File: src/rtl/truth_table_sweeper_if.sv
// Control and function-bus signals of the truth-table sweeper.
// master: the test/control side together with the two function instances.
// slave:  the sweeper itself.
interface truth_table_sweeper_if #(
  parameter int unsigned N_IN = 2
);
  logic            start;
  logic            abort;
  logic            res_a;
  logic            res_b;
  logic [N_IN-1:0] vec_out;
  logic            busy;
  logic            done;
  logic            pass;
  logic [N_IN:0]   err_count;
  logic            fail_valid;
  logic [N_IN-1:0] first_fail_vec;

  modport master (
    output start, abort, res_a, res_b,
    input  vec_out, busy, done, pass, err_count, fail_valid, first_fail_vec
  );

  modport slave (
    input  start, abort, res_a, res_b,
    output vec_out, busy, done, pass, err_count, fail_valid, first_fail_vec
  );
endinterface

File: src/rtl/truth_table_sweeper.sv
// Exhaustive truth-table sweeper: drives every input vector to two
// implementations of one Boolean function, waits SETTLE cycles per vector,
// then compares their outputs and reports count, first failure and pass.
module truth_table_sweeper #(
  parameter int unsigned N_IN   = 2,
  parameter int unsigned SETTLE = 1
) (
  input logic                  clk,
  input logic                  rst_n,
  truth_table_sweeper_if.slave bus
);

  typedef enum logic [1:0] {
    S_IDLE,
    S_WAIT,
    S_COMPARE,
    S_DONE
  } state_t;

  localparam logic [3:0] SETTLE_W = 4'(SETTLE);

  state_t          state;
  logic [3:0]      cnt;
  logic [N_IN-1:0] vec_q;
  logic            busy_q;
  logic            done_q;
  logic            pass_q;
  logic [N_IN:0]   err_q;
  logic            fv_q;
  logic [N_IN-1:0] ffv_q;
  logic            mismatch;

  assign mismatch = bus.res_a ^ bus.res_b;

  // Sweep sequencer: all outputs are registered here.
  always_ff @(posedge clk or negedge rst_n) begin
    if (!rst_n) begin
      state  <= S_IDLE;
      cnt    <= '0;
      vec_q  <= '0;
      busy_q <= 1'b0;
      done_q <= 1'b0;
      pass_q <= 1'b0;
      err_q  <= '0;
      fv_q   <= 1'b0;
      ffv_q  <= '0;
    end else begin
      done_q <= 1'b0;
      case (state)
        S_IDLE: begin
          if (bus.start) begin
            vec_q  <= '0;
            err_q  <= '0;
            fv_q   <= 1'b0;
            ffv_q  <= '0;
            pass_q <= 1'b0;
            busy_q <= 1'b1;
            cnt    <= SETTLE_W;
            state  <= (SETTLE == 0) ? S_COMPARE : S_WAIT;
          end
        end
        S_WAIT: begin
          if (bus.abort) begin
            vec_q  <= '0;
            busy_q <= 1'b0;
            state  <= S_IDLE;
          end else if (cnt <= 4'd1) begin
            state <= S_COMPARE;
          end else begin
            cnt <= cnt - 4'd1;
          end
        end
        S_COMPARE: begin
          if (bus.abort) begin
            vec_q  <= '0;
            busy_q <= 1'b0;
            state  <= S_IDLE;
          end else begin
            if (mismatch) begin
              err_q <= err_q + 1'b1;
              if (!fv_q) begin
                fv_q  <= 1'b1;
                ffv_q <= vec_q;
              end
            end
            if (vec_q == '1) begin
              // pass is resolved together with done so it already reflects
              // the result of this last compare during the done pulse.
              pass_q <= (err_q == '0) && !mismatch;
              done_q <= 1'b1;
              busy_q <= 1'b0;
              state  <= S_DONE;
            end else begin
              vec_q <= vec_q + 1'b1;
              cnt   <= SETTLE_W;
              state <= (SETTLE == 0) ? S_COMPARE : S_WAIT;
            end
          end
        end
        S_DONE: begin
          state <= S_IDLE;
        end
        default: begin
          state <= S_IDLE;
        end
      endcase
    end
  end

  assign bus.vec_out        = vec_q;
  assign bus.busy           = busy_q;
  assign bus.done           = done_q;
  assign bus.pass           = pass_q;
  assign bus.err_count      = err_q;
  assign bus.fail_valid     = fv_q;
  assign bus.first_fail_vec = ffv_q;

endmodule

File: src/flat_wrapper.sv
// flat-port wrapper written by rule: the top's interface ports become plain ports
module truth_table_sweeper_flat 
#(
  parameter int unsigned N_IN   = 2,
  parameter int unsigned SETTLE = 1
)
  (clk, rst_n, bus_start, bus_abort, bus_res_a, bus_res_b, bus_vec_out, bus_busy, bus_done, bus_pass, bus_err_count, bus_fail_valid, bus_first_fail_vec);
  truth_table_sweeper_if #(.N_IN(N_IN)) bus_i ();
  input logic clk;
  input logic rst_n;
  input wire logic [$bits(bus_i.start)-1:0] bus_start;
  input wire logic [$bits(bus_i.abort)-1:0] bus_abort;
  input wire logic [$bits(bus_i.res_a)-1:0] bus_res_a;
  input wire logic [$bits(bus_i.res_b)-1:0] bus_res_b;
  output wire logic [$bits(bus_i.vec_out)-1:0] bus_vec_out;
  output wire logic [$bits(bus_i.busy)-1:0] bus_busy;
  output wire logic [$bits(bus_i.done)-1:0] bus_done;
  output wire logic [$bits(bus_i.pass)-1:0] bus_pass;
  output wire logic [$bits(bus_i.err_count)-1:0] bus_err_count;
  output wire logic [$bits(bus_i.fail_valid)-1:0] bus_fail_valid;
  output wire logic [$bits(bus_i.first_fail_vec)-1:0] bus_first_fail_vec;
  assign bus_i.start = bus_start;
  assign bus_i.abort = bus_abort;
  assign bus_i.res_a = bus_res_a;
  assign bus_i.res_b = bus_res_b;
  assign bus_vec_out = bus_i.vec_out;
  assign bus_busy = bus_i.busy;
  assign bus_done = bus_i.done;
  assign bus_pass = bus_i.pass;
  assign bus_err_count = bus_i.err_count;
  assign bus_fail_valid = bus_i.fail_valid;
  assign bus_first_fail_vec = bus_i.first_fail_vec;
  truth_table_sweeper #(.N_IN(N_IN), .SETTLE(SETTLE)) u_core (.clk(clk), .rst_n(rst_n), .bus(bus_i));
endmodule
File: config.mk
export PLATFORM = sky130hd
export DESIGN_NAME = truth_table_sweeper_flat
export DESIGN_NICKNAME = d
export VERILOG_FILES = /design/src/rtl/truth_table_sweeper_if.sv /design/src/rtl/truth_table_sweeper.sv /design/src/flat_wrapper.sv
export SDC_FILE = /design/constraint.sdc
export NUM_CORES = 1
export LEC_CHECK = 0
export BUFFER_PORTS_ARGS = -buffer_cell sky130_fd_sc_hd__buf_2
export CAP_MARGIN = 5
export CORE_ASPECT_RATIO = 1.1
export CORE_MARGIN = 2
export CORE_UTILIZATION = 49
export CTS_CLUSTER_DIAMETER = 60
export DETAILED_ROUTE_END_ITERATION = 12
export HOLD_SLACK_MARGIN = 0.08
export PLACE_DENSITY = 0.73
export REMOVE_ABC_BUFFERS = 1
export SLEW_MARGIN = 20
export SYNTH_ARGS = -nofsm -noshare
export SYNTH_HDL_FRONTEND = slang
export SYNTH_SLANG_ARGS = --single-unit
File: constraint.sdc
create_clock -name clk -period 1.6 [get_ports clk]
set_input_delay 0.08 -clock clk [delete_from_list [all_inputs] [get_ports clk]]
set_output_delay 0.08 -clock clk [all_outputs]
set_load 0.02 [all_outputs]
==> PnR_summary.wiki <==
{| class="wikitable"
! Metric !! Value
|-
| Internal Dissipation || 0.00124 W
|-
| Count of synthesis-stage warnings from yosys || 0
|-
| Proportion of register bits with asynchronous set or reset after synthesis || 100%
|-
| Overflow left after global routing || 0
|-
| Clock network latency to the later pin of the worst-skew pair || 0.30 ns
|-
| Layout fillers || 134
|-
| Critical path launch point type || register
|-
| Clk_skew || 0.0111 ns
|-
| Final Util || 74.3%
|-
| Number of antenna violations at the first check in global routing || 0
|-
| Post-route DRC violation count || 0
|-
| Wire length of the first global-routing pass || 3880 um
|-
| Via count of the first global-routing pass || 902
|-
| Critical Path AT || 1.87 ns
|-
| Xor and xnor area share after synthesis || 0.865%
|-
| Worst slew slack as a fraction of its limit || 70.6%
|-
| Post-synth top area share || 42.0%
|-
| Seq pwr share || 27.6%
|-
| Per-instance average area after synthesis || 9.46 um^2
|-
| Cells taking the most area after synthesis || dfrtp_1 42%, ha_1 11%, o21ai_0 5.4%
|-
| Core Box Area || 1980 um^2
|-
| Crit path max fanout || 4
|-
| Number of distinct library cells after synthesis || 30
|-
| Number of max-cap violations || 0
|-
| Clock Power Share || 11.5%
|-
| Number of cells on the worst reg-to-reg path || 7
|-
| Total wirelength of the detailed-routed design || 2590 um
|-
| Outcome || finished with violations
|-
| Leakage power of the design || 0.693 nW
|-
| Worst Hold Depth || 2
|-
| Worst Setup Slack, final || -0.0748 ns
|-
| Total die area || 2450 um^2
|-
| Max Clock Freq || 597 MHz
|-
| Area occupied by multi-input gates || 679 um^2
|-
| RSZ-0062 raised after global routing || yes
|-
| Slack of the worst reg-to-reg path || -0.07 ns
|-
| I/O pin cnt || 17
|-
| Mux contribution to synthesized area || 2.10%
|-
| Chip Height || 51.7 um
|-
| Final Hold Fails || 0
|-
| Antenna Diode Count || 0
|-
| Share of cells above drive strength 1 || 49.3%
|-
| Total global-route track usage || 22.4%
|-
| Initial core utilization || 51.2%
|-
| CTS tree || built
|-
| Final GP Congestion || 0.803
|-
| Failing checks || setup timing
|-
| Number of buffers on the longest clock path || 2
|-
| Sequential share of the synthesized area || 42.0%
|-
| Basic-gate share of the synthesized area counting and, or, nand and nor cells || 22.6%
|-
| HP Class || primary input to register
|-
| Proportion of power drawn by combinational gates || 60.9%
|-
| Required time at the worst-slack endpoint || 1.79 ns
|-
| Chip width || 47.3 um
|-
| Synthesis-to-finish area growth || 45.1%
|-
| Final layout net count || 164
|-
| Count of clock tree sinks || 17
|-
| Max-slew violation count || 0
|-
| Adder-cell area share of the yosys netlist || 11.1%
|-
| Fin cells || 176
|-
| Number of I/O port buffers || 16
|-
| Total iterations of the first detailed-routing run || 4
|-
| Netlist area before placement || 1010 um^2
|-
| Flop and latch count out of synthesis || 17
|-
| Synthesized-area fraction occupied by ao, oa, aoi and oai cells || 16.1%
|-
| Per-cell routed wire length || 14.7 um
|-
| Instance count of the mapped netlist || 107
|-
| Most used cells in the layout excluding fill and tap cells || 18 x buf_4, 16 x buf_2, 16 x dfrtp_1
|-
| Switching Power || 0.000872 W
|-
| Detail-routed via count per cell || 5.39
|-
| Tightest Pin Transition || 0.439 ns
|-
| Post-synth EDFFs || 0
|-
| Endpoint with the worst hold slack || u_core.state[1]
|-
| Clock period minus worst slack || 1.67 ns
|-
| Most frequent standard cell in the layout excluding fill and tap cells || buf_4
|-
| Hold path startpoint || bus_abort
|-
| Pin count of the biggest net entering global routing || 18
|-
| Clock slew seen by the registers of the worst setup and hold paths || 0.11 ns
|-
| Placed wire-length estimate after detailed placement || 1690 um
|-
| Clock Tree Root || clkbuf_4
|-
| Vias || 948
|-
| Number of DRC violations after detailed-routing iteration 0 || 15
|-
| Critical Path End Type || register
|-
| Launch instance of the worst register-to-register path || u_core.state[1]
|-
| Max H-tree Level || 1
|-
| Cell Rows || 17
|-
| Largest family of logic cells by synthesized area || simple AND/OR/NAND/NOR gates
|-
| Switching share of power || 41.3%
|-
| Startpoint-to-endpoint class of the critical path || register to register
|-
| Leading register cell type out of synthesis || dfrtp_1
|-
| Sequential standard cell area || 427 um^2
|-
| Instance count after placement with tap cells included || 167
|-
| Share of the clock period used by the worst path || 105%
|-
| CTS buffer count || 3
|-
| Power per cell area || 1440 nW/um^2
|-
| ANT nets after route || 0
|-
| Area leader, netlist || dfrtp_1
|-
| End of the worst register-to-register path || u_core.bus.busy
|-
| Final setup violation count || 6
|-
| Maximum resistive drop on vdd || 0.883 mV
|}
## kinds of logic (layout without fill, tap and decap cells)
kind of cell               Yosys count  count (layout)
and+or+nand+nor                     41              41
AOI/OAI and AO/OA                   25              25
DFF                                 17              17
buffers and inverters               12              53
adders and majority gates            9               9
muxes                                2               2
xor gates and xnor gates             1               1
## power groups by stage
stage	logic, W	clock network [W]	registers (W)
finish	0.00128	0.000243	0.000582
global route	0.00139	0.000283	0.000592
CTS	0.00101	0.000238	0.000562
detailed placement	0.000879	0	0.000566
global placement	0.000856	0	0.000562
floorplan	0.000453	0	0.000627
## worst max-delay path by stage
| stage | from | end | cells after the start |
|---|---|---|---|
| after floorplan | u_core.state[0] | u_core.bus.err_count[2] | 5 |
| after global placement | u_core.state[0] | u_core.cnt[2] | 7 |
| after detailed placement | u_core.state[0] | u_core.cnt[2] | 7 |
| after CTS | u_core.state[1] | u_core.bus.busy | 7 |
| after global routing | u_core.state[1] | u_core.bus.busy | 7 |
| final | u_core.state[1] | u_core.bus.busy | 7 |
## metrics by stage
step                      power (W)  hold slack, ns  TNS [ns]  worst slack (ns)  area [um^2]
after floorplan             0.00108          -0.216    -0.333            -0.147         1000
after global placement      0.00142          0.0227    -0.244           -0.0735         1240
after detailed placement    0.00145          0.0225    -0.650           -0.0942         1240
after CTS                   0.00181           0.129    -0.152           -0.0386         1350
after global routing        0.00227           0.153    -0.642            -0.113         1470
final                       0.00211           0.172    -0.229           -0.0748         1470
## sequential cells by signal, indices dropped and copies added, names as in the netlist
signal / flops
u_core.state: 2
u_core.cnt: 4
u_core.bus.fail_valid: 1
u_core.bus.pass: 1
u_core.bus.done: 1
u_core.bus.first_fail_vec: 2
u_core.bus.busy: 1
u_core.bus.err_count: 3
u_core.bus.vec_out: 2
## routing by layer
layer	up-vias	share of wire, %	GRT usage, %
li1	461	-	-
met3	4	2.7	3.13
met4	0	1.8	9.72
met2	19	51	37.8
met5	-	0	0
met1	464	45	27.3
## area by class of cell
type / count / area share, %
Multi-Input combinational cell: 78 / 46.3
Sequential cell: 17 / 29.0
Timing Repair Buffer: 38 / 17.6
Inverter: 11 / 2.81
Tap cell: 28 / 2.39
Clock buffer: 3 / 1.53
Clock inverter: 1 / 0.341
## worst max-delay path: stages (launching register included)
cell	delay [ns]
dfrtp_2	0.44
inv_2	0.07
ha_4	0.16
nor2b_4	0.12
buf_6	0.11
or3_4	0.42
o21ai_2	0.16
o31ai_2	0.08
## cell usage after synthesis (2+ instances only)
library cell and instances:
nor2b_1 3, nor3b_1 2, nand2_1 10, dfrtp_1 17
nand3b_1 2, nor2_1 6, nand2b_1 2, o31ai_1 2
o21ai_0 11, a21oi_1 3, inv_1 11, a21boi_0 2
a2bb2oi_1 2, or4_1 2, or3_1 3, a22o_1 2
nand3_1 6, ha_1 9
## repair_timing
item                                    in CTS  in global routing
endpoints found under the setup margin      15                 15
pin swaps                                    3                  8
endpoints found under the hold margin       17                  0
resized for setup                           19                 29
buffers inserted                             1                  3
gates cloned                                 0                  0
hold buffers                                 1                  0
Power figures use the tool's default switching activity.
